--- src/rtl/factor_pkg.sv ---
// Shared sizing and state encoding for the factor search controller.
package factor_pkg;
  parameter int W = 5;
  localparam int MAXF = 2**W - 1;

  typedef enum logic [1:0] {
    IDLE   = 2'd0,
    SEARCH = 2'd1,
    DONE   = 2'd2
  } fs_state_t;
endpackage

--- src/rtl/factor_check.sv ---
// Combinational multiply-compare of one candidate pair against the target.
// The product is formed at full 2W width so it can never wrap past the target.
module factor_check #(
  parameter int W = factor_pkg::W
) (
  input  logic [W-1:0]   c1,
  input  logic [W-1:0]   c2,
  input  logic [2*W-1:0] a_q,
  output logic           eq,
  output logic           gt
);
  logic [2*W-1:0] p;

  assign p  = {{W{1'b0}}, c1} * {{W{1'b0}}, c2};
  assign eq = (p == a_q);
  assign gt = (p > a_q);
endmodule

--- src/rtl/factor_search_ctrl.sv ---
// Walks candidate pairs (c1 <= c2) one per cycle through factor_check until the
// target is matched or no pair with c1 <= c2 can reach it.
module factor_search_ctrl #(
  parameter int W = factor_pkg::W
) (
  input  logic           clk,
  input  logic           rst_n,
  input  logic           start,
  input  logic           abort,
  input  logic [2*W-1:0] a,
  output logic           busy,
  output logic           done,
  output logic           found,
  output logic [W-1:0]   f1,
  output logic [W-1:0]   f2,
  output logic [2*W-1:0] iters
);
  import factor_pkg::*;

  localparam logic [W-1:0]   C_MAX  = '1;
  localparam logic [W-1:0]   C_ONE  = W'(1);
  localparam logic [W-1:0]   C_TWO  = W'(2);
  localparam logic [2*W-1:0] IT_MAX = '1;
  localparam logic [2*W-1:0] IT_ONE = (2*W)'(1);

  fs_state_t      state_q, state_d;
  logic [W-1:0]   c1_q, c1_d, c2_q, c2_d;
  logic [W-1:0]   f1_q, f1_d, f2_q, f2_d;
  logic [2*W-1:0] a_q, a_d, iters_q, iters_d;
  logic           found_q, found_d;
  logic           eq, gt;
  logic           row_end;

  factor_check #(.W(W)) u_check (
    .c1  (c1_q),
    .c2  (c2_q),
    .a_q (a_q),
    .eq  (eq),
    .gt  (gt)
  );

  // A row ends when the product overshoots or c2 hits the top of its range.
  assign row_end = gt || (c2_q == C_MAX);

  always_comb begin
    state_d = state_q;
    c1_d    = c1_q;
    c2_d    = c2_q;
    a_d     = a_q;
    iters_d = iters_q;
    found_d = found_q;
    f1_d    = f1_q;
    f2_d    = f2_q;
    case (state_q)
      SEARCH: begin
        iters_d = (iters_q == IT_MAX) ? iters_q : iters_q + IT_ONE;
        if (abort) begin
          state_d = IDLE;
          found_d = 1'b0;
          f1_d    = '0;
          f2_d    = '0;
        end else if (eq) begin
          state_d = DONE;
          found_d = 1'b1;
          f1_d    = c1_q;
          f2_d    = c2_q;
        end else if ((gt && (c2_q == c1_q)) || (row_end && (c1_q == C_MAX))) begin
          state_d = DONE;
          found_d = 1'b0;
          f1_d    = '0;
          f2_d    = '0;
        end else if (row_end) begin
          c1_d = c1_q + C_ONE;
          c2_d = c1_q + C_ONE;
        end else begin
          c2_d = c2_q + C_ONE;
        end
      end
      default: begin
        if (start) begin
          state_d = SEARCH;
          a_d     = a;
          c1_d    = C_TWO;
          c2_d    = C_TWO;
          iters_d = '0;
          found_d = 1'b0;
          f1_d    = '0;
          f2_d    = '0;
        end else if (state_q == DONE) begin
          state_d = IDLE;
        end
      end
    endcase
  end

  always_ff @(posedge clk or negedge rst_n) begin
    if (!rst_n) begin
      state_q <= IDLE;
      c1_q    <= '0;
      c2_q    <= '0;
      a_q     <= '0;
      iters_q <= '0;
      found_q <= 1'b0;
      f1_q    <= '0;
      f2_q    <= '0;
    end else begin
      state_q <= state_d;
      c1_q    <= c1_d;
      c2_q    <= c2_d;
      a_q     <= a_d;
      iters_q <= iters_d;
      found_q <= found_d;
      f1_q    <= f1_d;
      f2_q    <= f2_d;
    end
  end

  assign busy  = (state_q == SEARCH);
  assign done  = (state_q == DONE);
  assign found = found_q;
  assign f1    = f1_q;
  assign f2    = f2_q;
  assign iters = iters_q;
endmodule

--- config.mk ---
export PLATFORM = sky130hd
export DESIGN_NAME = factor_search_ctrl
export DESIGN_NICKNAME = d
export VERILOG_FILES = /design/src/rtl/factor_pkg.sv /design/src/rtl/factor_check.sv /design/src/rtl/factor_search_ctrl.sv
export SDC_FILE = /design/constraint.sdc
export NUM_CORES = 1
export LEC_CHECK = 0
export CORE_MARGIN = 2
export CORE_UTILIZATION = 61
export DETAILED_ROUTE_END_ITERATION = 8
export GPL_TIMING_DRIVEN = 0
export PLACE_DENSITY = 0.86
export SYNTH_ARGS = -nofsm -noshare
export SYNTH_HDL_FRONTEND = slang
export SYNTH_HIERARCHICAL = 1
export SYNTH_SLANG_ARGS = --single-unit
--- constraint.sdc ---
create_clock -name clk -period 8.8 [get_ports clk]
set_clock_uncertainty 0.15 [all_clocks]
set_input_delay 0.88 -clock clk [delete_from_list [all_inputs] [get_ports clk]]
set_output_delay 0.88 -clock clk [all_outputs]
set_load 0.03 [all_outputs]
-- Word-level counts from Yosys, hierarchy flattened
Index checks and enable logic that the tools add are counted.
- register bits: 43
- input port bits: 14
- output and inout port bits: 23
- add/sub/neg operators: 3
- multiply operators: 1
- magnitude comparators: 1
- equal/unequal tests: 13
- mux-type cells: 33
- bitwise logic cells: 1
- reduce and logical (&&, ||, !) cells: 12
- operators with widths (operator ; count):
    5-bit two-way mux ; 19
    10-bit two-way mux ; 3
    2-bit two-way mux ; 6
    10-bit by 1-bit adder with 10-bit output, second input constant ; 1
    5-bit by 1-bit adder with 5-bit output, second input constant ; 2
    10-bit equality test ; 1
    10-bit equality test, second input constant ; 1
    5-bit equality test, second input constant ; 2
    10-bit greater-than comparator ; 1
    5-bit by 5-bit multiplier with 10-bit output ; 1
    2-bit != test, second input constant ; 4
    2-bit AND reduction ; 4
    5-bit equality test ; 1
    1-bit two-way mux ; 5
    5-bit AND reduction ; 1
    4-bit by 2-bit != test with 1-bit output, second input constant ; 1
    4-bit AND reduction ; 1
    3-bit nonzero test ; 1
    2-bit by 1-bit equality test with 1-bit output, second input constant ; 1
    2-bit equality test, second input constant ; 1
    1-bit logical AND ; 2
    1-bit logical OR ; 2
    2-bit by 1-bit != test with 1-bit output, second input constant ; 1
    2-bit nonzero test ; 1
    1-bit NOT ; 1

-- Logic depth before layout (Yosys ltp)
Gate-level depths: netlist of run 1.
- depth after elaboration: 9
- gate-level depth with buffers: 23
- gate-level depth less buffers: 21

-- Hierarchy
The synthesis of run 1 kept the hierarchy.
- by module, submodules not included (module ; instances ; cells an instance ; area an instance (µm²)):
    factor_search_ctrl ; 1 ; 222 ; 2123.3
    factor_check ; 1 ; 122 ; 997.2

-- Worst setup path before layout of run 1
OpenSTA, ideal clock, no wires.
- kind: reg2reg
- start point: register c1_q[0]
- end point: register c2_q[0]
- arrival time: 4865 ps
- setup slack: 3663 ps
- cell stages (with the launch flop): 20
- buffers on the path: 1
- clock period less this slack: 5137 ps
- path through: dfrtp_1 -> nand2_1 -> fa_1 -> fa_1 -> fa_1 -> inv_1 -> ha_1 -> o21ai_0 -> nor2_1 -> a41oi_2 -> xnor2_1 -> ha_1 -> nand4_1 -> nor2_1 -> and3_1 -> or4b_4 -> a21oi_2 -> o21ai_2 -> buf_6 -> a32o_1
- elaborated cells on any way between the ends: 18
- those cells by class: add/sub: 1; mul: 1; order compare: 1; eq/ne: 5; mux: 5; reduce/logical: 5
- RTL lines (element ; RTL line ; source):
    start, declared ; factor_search_ctrl.sv:27 ; logic [W-1:0] c1_q, c1_d, c2_q, c2_d;
    start signal, assigned ; factor_search_ctrl.sv:99 ; c1_q <= '0;
    start signal, assigned ; factor_search_ctrl.sv:108 ; c1_q <= c1_d;
    5-bit by 5-bit multiplier with 10-bit output ; factor_check.sv:14 ; assign p = {{W{1'b0}}, c1} * {{W{1'b0}}, c2};
    10-bit equality test ; factor_check.sv:15 ; assign eq = (p == a_q);
    net eq ; factor_search_ctrl.sv:31 ; logic eq, gt;
    2-bit != test (no source line) ; - ;
    4-bit AND reduction (no source line) ; - ;
    end signal, assigned ; factor_search_ctrl.sv:100 ; c2_q <= '0;
    end signal, assigned ; factor_search_ctrl.sv:109 ; c2_q <= c2_d;
    end, declared ; factor_search_ctrl.sv:27 ;
The timed path passes the listed nets, and every way through them passes these cells. The select of a mux whose other input is x is not followed.
A chain may end at the register's enable or synchronous reset.

-- Final worst setup path of run 1
- start point: register c1_q[0]
- end point: register f2_q[3], in the netlist f2[3]
- elaborated cells on any way between the ends: 14
- those cells by class: mul: 1; order compare: 1; eq/ne: 4; mux: 3; reduce/logical: 5
- RTL lines (element ; RTL line ; source):
    5-bit by 5-bit multiplier with 10-bit output * ; factor_check.sv:14 ;
    10-bit equality test * ; factor_check.sv:15 ;
    net eq ; factor_search_ctrl.sv:31 ;
    5-bit two-way mux ; factor_search_ctrl.sv:62 ; end else if (eq) begin
    5-bit two-way mux ; factor_search_ctrl.sv:57 ; if (abort) begin
    5-bit two-way mux ; factor_search_ctrl.sv:54 ; case (state_q)
    end signal, assigned ; factor_search_ctrl.sv:105 ; f2_q <= '0;
    end signal, assigned ; factor_search_ctrl.sv:114 ; f2_q <= f2_d;
    end, declared ; factor_search_ctrl.sv:28 ; logic [W-1:0] f1_q, f1_d, f2_q, f2_d;
Mark *: on every way through the listed nets, which the timed path passes. The rest lies on a longest branch.

==> results of run 1 <==
-- area by class of cell --
type / instances / area [um^2] / area share
multi-input combinational: 264 / 1890 / 0.511
sequential: 43 / 1080 / 0.291
timing repair buffer: 37 / 375 / 0.101
inverter: 28 / 105 / 0.0284
tap: 70 / 87.6 / 0.0237
clock buffer: 6 / 82.6 / 0.0223
buffer: 9 / 47.5 / 0.0128
clock inverter: 2 / 35.0 / 0.00947
-- state kept, by name (all words and copies together), names as in the netlist --
name and count:
c1_q 5, c2_q 5, found 1, a_q 10, f2 5, state_q 2
iters 10, f1 5
-- worst max path at each step --
stage / endpoint / startpoint / slack, ns / cells after the start
global route: f2[3]$_DFFE_PN0P_ / c1_q[0]$_DFFE_PN0P_ / 2.72 / 20
global placement: f1[0]$_DFFE_PN0P_ / c1_q[0]$_DFFE_PN0P_ / 3.17 / 22
finish: f2[3]$_DFFE_PN0P_ / c1_q[0]$_DFFE_PN0P_ / 3.07 / 22
floorplan: c2_q[0]$_DFFE_PN0P_ / c1_q[0]$_DFFE_PN0P_ / 3.66 / 19
detailed placement: f2[0]$_DFFE_PN0P_ / c1_q[0]$_DFFE_PN0P_ / 3.15 / 22
CTS: f2[3]$_DFFE_PN0P_ / c1_q[0]$_DFFE_PN0P_ / 3.10 / 22
-- cells by family (layout without fill, tap and decap cells) --
| logic type | count (synthesis) | in the layout | synth area share |
|---|---|---|---|
| simple gates | 131 | 131 | 0.201 |
| compound gates | 75 | 75 | 0.168 |
| flops | 43 | 43 | 0.345 |
| fa+ha+maj | 42 | 42 | 0.190 |
| buf+inv | 37 | 82 | 0.0489 |
| xor+xnor | 12 | 12 | 0.0337 |
| mux | 4 | 4 | 0.0128 |
-- per-layer routing --
metal  routed length [um]  vias up  global-route usage
met4                   66        0              0.0643
met2                 3520       51               0.463
met3                  223        6              0.0317
li1                     -     1271                   -
met5                    0        -                   0
met1                 2840     1281               0.347
-- synthesized netlist by cell type, types with 2 or more instances --
master	instances
nand3_1	7
o21ai_2	3
a31oi_1	2
nor3b_1	2
a21oi_1	15
nand4_1	6
a21o_1	4
mux2i_1	4
fa_1	9
ha_1	33
xnor2_1	10
nor2_1	23
a211oi_1	3
and3_1	3
inv_1	27
o21ai_0	17
a211oi_2	2
and2_1	20
nor3_2	2
nor2b_1	6
o2bb2ai_1	2
a22o_1	10
nand2_1	57
o21ai_1	3
clkbuf_1	4
xor2_1	2
dfrtp_1	43
o22ai_1	3
-- report_power, final --
group	switching (mW)	internal (mW)	leakage [nW]
registers	0.0589	0.241	0.567
logic	0.233	0.163	1.15
clock network	0.0667	0.0918	0.0612
-- stage by stage --
stage / power (mW) / hold WS (ns) / cell area (um^2) / setup WS, ns
after global routing: 0.930 / 0.357 / 3700 / 2.72
after floorplan: 0.581 / 0.296 / 3120 / 3.66
after global placement: 0.677 / 0.309 / 3570 / 3.17
final: 0.854 / 0.333 / 3700 / 3.07
after CTS: 0.859 / 0.337 / 3700 / 3.10
after detailed placement: 0.699 / 0.319 / 3580 / 3.15
-- worst max-delay path, stage by stage (launching register included) --
cell and delay, ns:
dfrtp_1 0.59, nand2_1 0.14, fa_1 0.52, fa_1 0.51
fa_1 0.55, inv_1 0.05, ha_1 0.34, o21ai_0 0.23
nor2_1 0.11, a41oi_2 0.21, xnor2_1 0.15, ha_1 0.27
nand4_1 0.13, nor2_1 0.07, and3_1 0.22, a31oi_1 0.26
or2_1 0.15, buf_1 0.24, a21oi_2 0.10, o21ai_2 0.12
o21ai_2 0.11, buf_4 0.18, a22o_1 0.20
==> metrics.cfg, run 1 <==
[grt]
grt_usage = 0.263
grt-ovfl-total = 0
grt_max_degree = 30
grt_pass1_vias = 2569
grt_pass1_wl_um = 11500
antenna_found_initial = 0

[timing]
setup_viol_count_final = 0
min_period_ns = 5.73
fin_tns_setup_ns = 0
slew_headroom = 0.584
slew_viol_final = 0
finalHoldViolations = 0
worstMarginPinSlew_ns = 0.617
period_share = 0.651
fmax_ghz = 0.175
rsz0062_at_grt = no

[die]
die-area_um2 = 5700
initial_core_util = 0.623
dieWidth_um = 75.5
row_count = 26
dieHeight_um = 75.5
io_pins = 37
core_um2 = 5010

[placed_design]
port_buffers = 36
place_hpwl_um = 5050
gp_congestion = 0.884
place_inst = 451

[synthesis]
yosysTopAreaCell = dfrtp_1
synth.top_cell.area_share = 0.345
ys_warn_count = 6
postSynthCellCount = 344
syn_area_um2 = 3120
syn-num-nets = 400
synth_flop_cell = dfrtp_1
avgSynthCellArea_um2 = 9.07
synthTopCellsByArea = dfrtp_1 (34%), ha_1 (13%), nand2_1 (6.9%)
ys_ff_latch = 43
ys_seq_area_frac = 0.345
synthArstFlopShare = 1.00
synth_edf_count = 0
synth.distinct_cells = 50

[hold_path]
min_path_type = in2async

[final_layout]
nets = 444
layout_commonest_cell = nand2_1
utilization = 0.739
final_cell_mix = nand2_1 (57), dfrtp_1 (43), clkdlybuf4s50_1 (35)
stdcell_count = 459
syn2layout_area_growth_pct = 18.6
insertedDiodeCount = 0
drive_gt1_frac = 0.0668
fill_cells = 403

[flow_run]
drv_cap = 0

[worst_setup_path]
r2r-end = f2[3]$_DFFE_PN0P_
reg2reg_depth = 22
cp-start-kind = register
worstPathArrival_ns = 5.75
cp_max_fo = 11
regToRegStartpoint = c1_q[0]$_DFFE_PN0P_
critical_path_class = reg2reg
required_ns = 8.83
r2r_slack_ns = 3.07
end_kind = register

[clocking]
hold_buffers = 0
clk_latency_ns = 0.30
htree_levels = 2
cts_tree = done
postCtsResizedCells = 0
clk_pin_slew_ns = 0.08
cts_buffers = 5
clk_path_buf_depth = 2
cts_sinks = 43
clockRootBuffer = clkbuf_8
postCtsSetupRepairBufs = 0

[routing]
drc = 0
detail_route.first_pass.iterations = 4
drtIter0Drc = 123
totalWireLength_um = 6650
ant_nets = 0
routedWlPerCell_um = 14.5
routed-via-count = 2609
via_per_inst = 5.68

[pwr]
p_leak_nw = 1.78
powerDensity_nw_per_um2 = 231
peakVddDrop_v = 0.000180

[outcome]
status = finished, final reports clean

No activity file was read; power rests on OpenSTA's default activity.
==> inputs of run 2 (changes only) <==
--- a/config.mk
+++ b/config.mk
@@ -6,10 +6,10 @@
 export NUM_CORES = 1
 export LEC_CHECK = 0
 export CORE_MARGIN = 2
-export CORE_UTILIZATION = 61
+export CORE_UTILIZATION = 51
 export DETAILED_ROUTE_END_ITERATION = 8
 export GPL_TIMING_DRIVEN = 0
-export PLACE_DENSITY = 0.86
+export PLACE_DENSITY = 0.77
 export SYNTH_ARGS = -nofsm -noshare
 export SYNTH_HDL_FRONTEND = slang
 export SYNTH_HIERARCHICAL = 1
==> constraint.sdc (replaced) <==
create_clock -name clk -period 4.72 [get_ports clk]
set_clock_uncertainty 0.15 [all_clocks]
set_input_delay 0.472 -clock clk [delete_from_list [all_inputs] [get_ports clk]]
set_output_delay 0.472 -clock clk [all_outputs]
set_load 0.03 [all_outputs]
==> metrics.cfg, run 2 (synthesis gave the netlist of run 1 again) <==
[outcome]
status = finished, violations left  ; was finished, final reports clean
violations = setup timing

[clocking]
cts_buffers = 5  ; unchanged
cts_sinks = 43  ; unchanged
clk_pin_slew_ns = 0.09  ; was 0.08 ns
clockRootBuffer = clkbuf_8  ; unchanged
clk_path_buf_depth = 2  ; unchanged
cts_tree = done  ; unchanged
clk_latency_ns = 0.31  ; was 0.30 ns
htree_levels = 2  ; unchanged

[pwr]
powerDensity_nw_per_um2 = 428  ; was 231 nW/um^2
peakVddDrop_v = 0.000292  ; was 0.000180 V
clock_power_share = 0.146  ; was 0.186
p_leak_nw = 1.87  ; was 1.78 nW
combPwrFrac = 0.540  ; was 0.463
switching_share = 0.436  ; was 0.420
power.switching_uw = 756  ; was 359 uW
p_int_uw = 979  ; was 496 uW
pwr-share-seq = 0.314  ; was 0.351

[timing]
rsz0062_at_grt = yes  ; was no
finalHoldViolations = 0  ; unchanged
slew_viol_final = 0  ; unchanged
period_share = 1.07  ; was 0.651
min_period_ns = 5.03  ; was 5.73 ns
setup_ws_ns = -0.314  ; was 3.07 ns
fmax_ghz = 0.199  ; was 0.175 GHz
worstMarginPinSlew_ns = 0.620  ; was 0.617 ns
setup_viol_count_final = 23  ; was 0
slew_headroom = 0.582  ; was 0.584
fin_tns_setup_ns = -5.52  ; was 0 ns

[routing]
detail_route.first_pass.iterations = 4  ; unchanged
routedWlPerCell_um = 15.2  ; was 14.5 um
drtIter0Drc = 105  ; was 123
ant_nets = 0  ; unchanged
routed-via-count = 2712  ; was 2609
totalWireLength_um = 7390  ; was 6650 um
via_per_inst = 5.59  ; was 5.68
drc = 0  ; unchanged

[die]
die-area_um2 = 6760  ; was 5700 um^2
io_pins = 37  ; unchanged
dieHeight_um = 82.2  ; was 75.5 um
initial_core_util = 0.527  ; was 0.623
row_count = 28  ; was 26
dieWidth_um = 82.2  ; was 75.5 um
core_um2 = 5920  ; was 5010 um^2

[worst_setup_path]
cp_num_buf_inv = 2  ; was 3
critical_path_class = reg2reg  ; unchanged
worstPathArrival_ns = 5.09  ; was 5.75 ns
path_delay_family = adder cells  ; unchanged
critPathMaxStageDelay_ns = 0.56  ; was 0.59 ns
required_ns = 4.77  ; was 8.83 ns
cp_max_fo = 5  ; was 11
path_cells = nand2_2, fa_1, fa_1, fa_1, inv_2, ha_4, a21oi_2, o211ai_1, a21oi_1, xnor2_1, ha_1, nand4_1, nor2_2, and3_4, or4b_4, a21oi_4, o21ai_4, buf_6, o2bb2ai_1, o2bb2ai_2  ; was nand2_1, fa_1, fa_1, fa_1, inv_1, ha_1, o21ai_0, nor2_1, a41oi_2, xnor2_1, ha_1, nand4_1, nor2_1, and3_1, a31oi_1, or2_1, buf_1, a21oi_2, o21ai_2, o21ai_2, buf_4, a22o_1
cp-start-kind = register  ; unchanged
end_kind = register  ; unchanged
cp_common_cell = fa_1  ; unchanged
crit_slowest_cell = or4b_4  ; was dfrtp_1

[grt]
grt_pass1_vias = 2683  ; was 2569
antenna_found_initial = 0  ; unchanged
grt_max_degree = 39  ; was 30
grt_pass1_wl_um = 12300  ; was 11500 um
grt_usage = 0.236  ; was 0.263
grt-ovfl-total = 0  ; unchanged

[placed_design]
place_hpwl_um = 4840  ; was 5050 um
gp_congestion = 0.835  ; was 0.884
dp_slack_ns = -0.639  ; was 3.15 ns
port_buffers = 36  ; unchanged

[final_layout]
utilization = 0.685  ; was 0.739
nets = 465  ; was 444
insertedDiodeCount = 0  ; unchanged
layout_commonest_cell = nand2_1  ; unchanged
seq_area_um2 = 1080  ; about the same
final_cell_mix = nand2_1 (56), dfrtp_1 (36), clkdlybuf4s50_1 (35)  ; was nand2_1 (57), dfrtp_1 (43), clkdlybuf4s50_1 (35)
drive_gt1_frac = 0.193  ; was 0.0668
fill_cells = 487  ; was 403
multiInputGateArea_um2 = 2090  ; was 1890 um^2
syn2layout_area_growth_pct = 29.9  ; was 18.6%

[flow_run]
drv_cap = 0  ; unchanged

[hold_path]
min_path_type = reg2reg  ; was in2async

-- run 2: changes by cell type in the layout (fill, tap and decap cells not counted), moves of 3 or more --
cell	before	now
dfrtp_2	0	7
ha_1	33	28
ha_4	0	5
buf_4	1	19
a21oi_2	1	4
dfrtp_1	43	36
a21oi_1	15	10
o21ai_0	17	14
nor2_1	23	19
-- run 2: layer usage --
layer / share of wire / track usage / wire [um]
met1: 0.44 / 0.304 / 3270
met2: 0.51 / 0.410 / 3730
met3: 0.039 / 0.0380 / 291
met4: 0.012 / 0.0650 / 85
met5: 0 / 0 / 0
-- run 2: path summary, 6_finish.rpt --
kind,depth (start not counted),start,slack (ns),endpoint
min in group asynchronous,2,rst_n,0.36,a_q[7]$_DFFE_PN0P_
max in group asynchronous,3,rst_n,3.59,c1_q[0]$_DFFE_PN0P_
setup reg to reg,20,c1_q[2]$_DFFE_PN0P_,-0.31,c2_q[2]$_DFFE_PN0P_
hold reg to reg,2,a_q[1]$_DFFE_PN0P_,0.33,a_q[1]$_DFFE_PN0P_
setup / recovery,20,c1_q[2]$_DFFE_PN0P_,-0.31,c2_q[2]$_DFFE_PN0P_
hold / removal,2,a_q[1]$_DFFE_PN0P_,0.33,a_q[1]$_DFFE_PN0P_
-- run 2: repair_timing --
action / 4_1_cts / 5_1_grt
cloned: 1 / 0
hold buffers: 1 / 0
buffers inserted: 17 / 3
resized for setup: 29 / 8
pin swaps: 20 / 16
hold endpoints to repair: 5 / 0
setup endpoints to repair: 23 / 23
-- run 2: stage by stage --
step                      total power [mW]  area [um^2]  cells  hold slack, ns
after CTS                             1.68         3990    482           0.334
after floorplan                       1.10         3150    344          0.0264
after global routing                  1.86         4050    485           0.342
after detailed placement              1.32         3620    456           0.168
final                                 1.73         4050    485           0.332
after global placement                1.28         3600    455           0.309
-- run 2: final cells by class --
type                       count  area share
clock inverter                 1     0.00123
sequential                    43       0.268
multi-input combinational    264       0.515
tap                           75      0.0231
buffer                         8      0.0117
inverter                      28      0.0259
timing repair buffer          59       0.134
clock buffer                   7      0.0213
-- run 2: worst min-delay path, stage by stage (launching register included) --
cell and delay (ns):
dfrtp_1 0.35, nand2_1 0.05, nand2_1 0.05
-- run 2: power groups by stage --
stage               Clock, mW  Combinational (mW)  Sequential, mW
floorplan                   0               0.535           0.561
global placement            0               0.720           0.564
detailed placement          0               0.750           0.571
CTS                     0.253               0.877           0.545
global route            0.267                1.04           0.558
finish                  0.254               0.936           0.545
